File: config.mk
export PLATFORM = sky130hd
export DESIGN_NAME = vr8_in_prior3
export DESIGN_NICKNAME = d
export VERILOG_FILES = /design/src/rtl/vr8_prior_pkg.sv /design/src/rtl/vr8_prior_core.sv /design/src/rtl/vr8_in_prior3.sv
export SDC_FILE = /design/constraint.sdc
export NUM_CORES = 1
export LEC_CHECK = 0
export CORE_AREA = 2 2 39 41
export CTS_CLUSTER_SIZE = 8
export DETAILED_ROUTE_END_ITERATION = 6
export DIE_AREA = 0 0 41 43
export MAX_ROUTING_LAYER = met4
export PLACE_DENSITY = 0.52
export SYNTH_ARGS = -nofsm -noshare
export SYNTH_HDL_FRONTEND = slang
export SYNTH_HIERARCHICAL = 1
export SYNTH_SLANG_ARGS = --single-unit
File: constraint.sdc
create_clock -name clk -period 1 [get_ports clk]
set_input_delay 0.2 -clock clk [delete_from_list [all_inputs] [get_ports clk]]
set_output_delay 0.2 -clock clk [all_outputs]
set_load 0.01 [all_outputs]
File: src/rtl/vr8_prior_pkg.sv
// Shared constants and golden priority-index helper for the vr8 priority encoder.
package vr8_prior_pkg;

    localparam int N_DEF  = 8;
    localparam int AW_DEF = 3;

    // Index of the highest set bit of vec; 0 when vec is all zeros.
    function automatic int prior_idx(input logic [31:0] vec);
        int idx;
        idx = 0;
        for (int k = 0; k < 32; k++) begin
            if (vec[k]) begin
                idx = k;
            end
        end
        return idx;
    endfunction

endpackage

File: src/rtl/vr8_prior_core.sv
// Combinational priority encoder core: highest set request bit -> index,
// idle flag and (with VR8_PRIOR_ONEHOT_EN) a one-hot grant vector.
module vr8_prior_core
    import vr8_prior_pkg::*;
#(
    parameter int N  = N_DEF,
    parameter int AW = $clog2(N)
) (
    input  logic [N-1:0]  req,
    output logic [AW-1:0] a_next,
    output logic          idle_next
`ifdef VR8_PRIOR_ONEHOT_EN
    ,
    output logic [N-1:0]  gnt_next
`endif
);

    // hi_any[k] is set when any request at index k or above is active;
    // hi_any[N] is the empty range above the top bit.
    logic [N:0]   hi_any;
    logic [N-1:0] onehot;

    assign hi_any[N] = 1'b0;

    genvar gi;
    generate
        for (gi = N - 1; gi >= 0; gi--) begin : g_scan
            assign hi_any[gi] = hi_any[gi+1] | req[gi];
            // A bit wins only if nothing above it is requesting.
            assign onehot[gi] = req[gi] & ~hi_any[gi+1];
        end
    endgenerate

    assign idle_next = ~hi_any[0];

    // Binary-encode the one-hot winner; an all-zero vector encodes to 0.
    always_comb begin
        a_next = '0;
        for (int k = 0; k < N; k++) begin
            if (onehot[k]) begin
                a_next = a_next | AW'(k);
            end
        end
    end

`ifdef VR8_PRIOR_ONEHOT_EN
    assign gnt_next = onehot;
`endif

endmodule

File: src/rtl/vr8_in_prior3.sv
// Registered N-input priority encoder (default N=8). A holds the index of the
// highest asserted request, IDLE flags an all-zero sample. One cycle latency,
// sample enable en, synchronous active-high reset rst.
// Optional macro VR8_PRIOR_ONEHOT_EN adds a registered one-hot grant port GNT.
module vr8_in_prior3
    import vr8_prior_pkg::*;
#(
    parameter int N  = N_DEF,
    parameter int AW = $clog2(N)
) (
    input  logic          clk,
    input  logic          rst,
    input  logic          en,
    input  logic [N-1:0]  I,
    output logic [AW-1:0] A,
    output logic          IDLE
`ifdef VR8_PRIOR_ONEHOT_EN
    ,
    output logic [N-1:0]  GNT
`endif
);

    logic [AW-1:0] a_next;
    logic          idle_next;
    logic [AW-1:0] a_reg;
    logic          idle_reg;

`ifdef VR8_PRIOR_ONEHOT_EN
    logic [N-1:0]  gnt_next;
    logic [N-1:0]  gnt_reg;
`endif

    vr8_prior_core #(
        .N  (N),
        .AW (AW)
    ) u_core (
        .req       (I),
        .a_next    (a_next),
        .idle_next (idle_next)
`ifdef VR8_PRIOR_ONEHOT_EN
        ,
        .gnt_next  (gnt_next)
`endif
    );

    // Output register: reset wins over enable; en low holds all outputs together.
    always_ff @(posedge clk) begin
        if (rst) begin
            a_reg    <= '0;
            idle_reg <= 1'b1;
        end else if (en) begin
            a_reg    <= a_next;
            idle_reg <= idle_next;
        end
    end

`ifdef VR8_PRIOR_ONEHOT_EN
    // Grant register shares the reset and enable behaviour of A.
    always_ff @(posedge clk) begin
        if (rst) begin
            gnt_reg <= '0;
        end else if (en) begin
            gnt_reg <= gnt_next;
        end
    end

    assign GNT = gnt_reg;
`endif

    assign A    = a_reg;
    assign IDLE = idle_reg;

endmodule

==> metrics.md <==
| Metric | Value |
|---|---|
| Status | `finished, final reports clean` |
| Sequential fraction of the synthesis area | `37.87%` |
| GRT Overall Usage | `7.598%` |
| Fin Hold WS | `0.3973 ns` |
| Most frequent cells in the layout | `dlygate4sd2_1 (7), dfxtp_1 (4), nor2_1 (4), clkbuf_2 (4)` |
| Port bufs | `14` |
| CP Class | `register to output port` |
| DR vias/cell | `3.754` |
| Slowest-stage cell, CP | `dfxtp_1` |
| Fmax | `1137 MHz` |
| Crit end category | `output port` |
| Core Util, Final | `31.56%` |
| Drt pass-1 iters | `2` |
| Critical Path Start Type | `register` |
| Layout cells sized above 1 | `46.67%` |
| Max-slew violation count | `0` |
| Total Power | `496.7 uW` |
| Mapped Cells | `24` |
| Area Growth Syn to Fin | `106.5%` |
| Yosys warns | `6` |
| Worst vdd ir | `0.9033 mV` |
| Avg WL per Cell | `9.164 um` |
| Fill cells | `159` |
| ANT nets after route | `0` |
| Largest net degree at the start of global routing | `6` |
| Reg-to-Reg Start | `IDLE` |
| Iter 0 DRT Violations | `1` |
| DP Worst Slack | `-0.3247 ns` |
| Relative slew slack | `81.42%` |
| H-tree Lvls | `1` |
| Max clock buf depth | `2` |
| CP bufs+invs | `1` |
| Dpl cells | `57` |
| Setup crit end | `A[2]` |
| Post-DP HPWL | `417.7 um` |
| Setup crit start | `A[2]` |
| Clock Latency Late Sink | `0.22 ns` |
| First-pass GRT wire length | `855 um` |
| DR DRC count | `0` |
| Setup_tns | `0 ns` |
| Ant diodes | `0` |
| Commonest non-fill, non-tap cell in the layout | `dlygate4sd2_1` |
| GR Overflow Total | `0` |
| Cell area after placement | `396.6 um2` |
| Comb pwr share | `24.7%` |
| P per Cell Area | `1138 nW/um2` |
| Leak Pwr | `0.2076 nW` |
| CP max FO | `2` |
| Crit share post-route | `87.97%` |
| Initial Utilization | `15.28%` |
| Vias in the first global route | `224` |
| Final WS setup | `0.1203 ns` |
| Clock-pin slew on the worst setup and hold paths | `0.04 ns` |
| Post-synthesis cell type count | `12` |
| CTS Hold Bufs | `0` |
| Clk pwr share | `39.5%` |
| CTS tree | `built` |
| Synth Cell Area | `211.5 um2` |
| Post-Syn Area per Cell | `8.811 um2` |
| Critical path cell sequence | `clkbuf_2` |
| Nets@finish | `58` |
| Worst endpoint data arrival time | `0.68 ns` |
| Root Buffer | `clkbuf_4` |
| Switching Fraction | `24.36%` |
| Max Cap Viol | `0` |
| Met3 wire length | `54 um` |
| Flop pwr share | `35.8%` |
| Reg2reg end | `IDLE` |
| Yosys reg bits | `4` |
| Reg-to-reg setup timing slack | `0.24 ns` |
| Vias post-DR | `229` |
| Final Cell Area | `436.7 um2` |
| CORE AREA | `1384 um2` |
| Period minus WS final | `0.8797 ns` |
| Final GP Congestion | `0.7196` |
| Total Wirelength | `559 um` |
| Crit. path cell count | `1` |
| Die height | `43 um` |
| Met1 Routed Length | `234 um` |
| RSZ-0062 raised after global routing | `no` |
| FF-to-FF path depth | `2` |
| Post-synth net total | `35` |
| Switch Pwr | `121.0 uW` |
| Hold crit path type | `primary input to register` |
| Final setup viols | `0` |
| Final hold vios | `0` |
| # clock sinks | `4` |
| Top layer in use | `met3` |
| Initial antenna violation count | `0` |
| Die Width | `41 um` |
| CP top delay family | `flip-flops` |
| Critical Path Max Stage Delay | `0.32 ns` |
| Die ar. | `1763 um2` |
| CTS buffer count | `3` |
| Worst Path Required | `0.80 ns` |
| Int Pwr | `375.7 uW` |
| Slew @ Worst Pin | `0.2782 ns` |
| Met2 Routed Length | `270 um` |
| Layout Skew | `0 ns` |
| Final Instance Count excl. Fillers | `61` |
| Site row count | `14` |
| Top-level I/O count | `15` |
==> logic make-up after synthesis <==
group | count (synthesis) | share of synthesized area (%)
AOI/OAI and AO/OA | 5 | 15.98
and+or+nand+nor | 9 | 26.04
DFF | 4 | 37.87
buffers and inverters | 3 | 5.916
muxes | 3 | 14.20
==> Yosys cell counts (all sizes together) <==
master | count | share of area, %
a211o | 1 | 4.1
nor2 | 6 | 12
a21oi | 2 | 4.7
dfxtp | 4 | 38
o31ai | 2 | 7.1
nor4b | 1 | 7.1
inv | 2 | 3.6
nand2 | 1 | 3.0
clkbuf | 1 | 2.4
nor2b | 1 | 4.1
mux2i | 3 | 14
==> power by group through the flow <==
stage	clock network [mW]	registers [mW]	logic (mW)
after floorplan	0	0.187	0.0348
after global placement	0	0.181	0.126
after detailed placement	0	0.181	0.125
after CTS	0.206	0.178	0.130
after global routing	0.219	0.179	0.134
final	0.196	0.178	0.123
==> what timing repair did <==
item	CTS	global route
pin swaps	6	0
endpoints found under the setup margin	8	6
buffers inserted	1	0
resized for setup	23	5
==> flip-flops by register name, indices dropped and copies added, names as in the netlist <==
register	flops
A	3
IDLE	1
==> worst min path at each step <==
stage	start	endpoint	slack (ns)	cells after the start
final	en	IDLE	0.40	2
after CTS	A[2]	A[2]	0.50	2
after global routing	en	IDLE	0.41	2
after detailed placement	A[2]	A[2]	0.49	2
after global placement	A[2]	A[2]	0.48	2
after floorplan	rst	A[0]	0.27	1
==> layer usage <==
metal | track usage, % | vias up
met4 | 0 | 0
met1 | 8.626 | 94
met2 | 10.63 | 8
met3 | 6.806 | 0
li1 | - | 127
met5 | - | -
==> area by class of cell <==
class	instances	area, um2	area share [%]
flip-flops and latches	4	80.08	18.34
clock buffers	3	22.52	5.158
multi-input cells	17	147.6	33.81
well taps	16	20.02	4.585
repair buffers	19	158.9	36.39
inverters	2	7.507	1.719
Power figures use the tool's default switching activity.
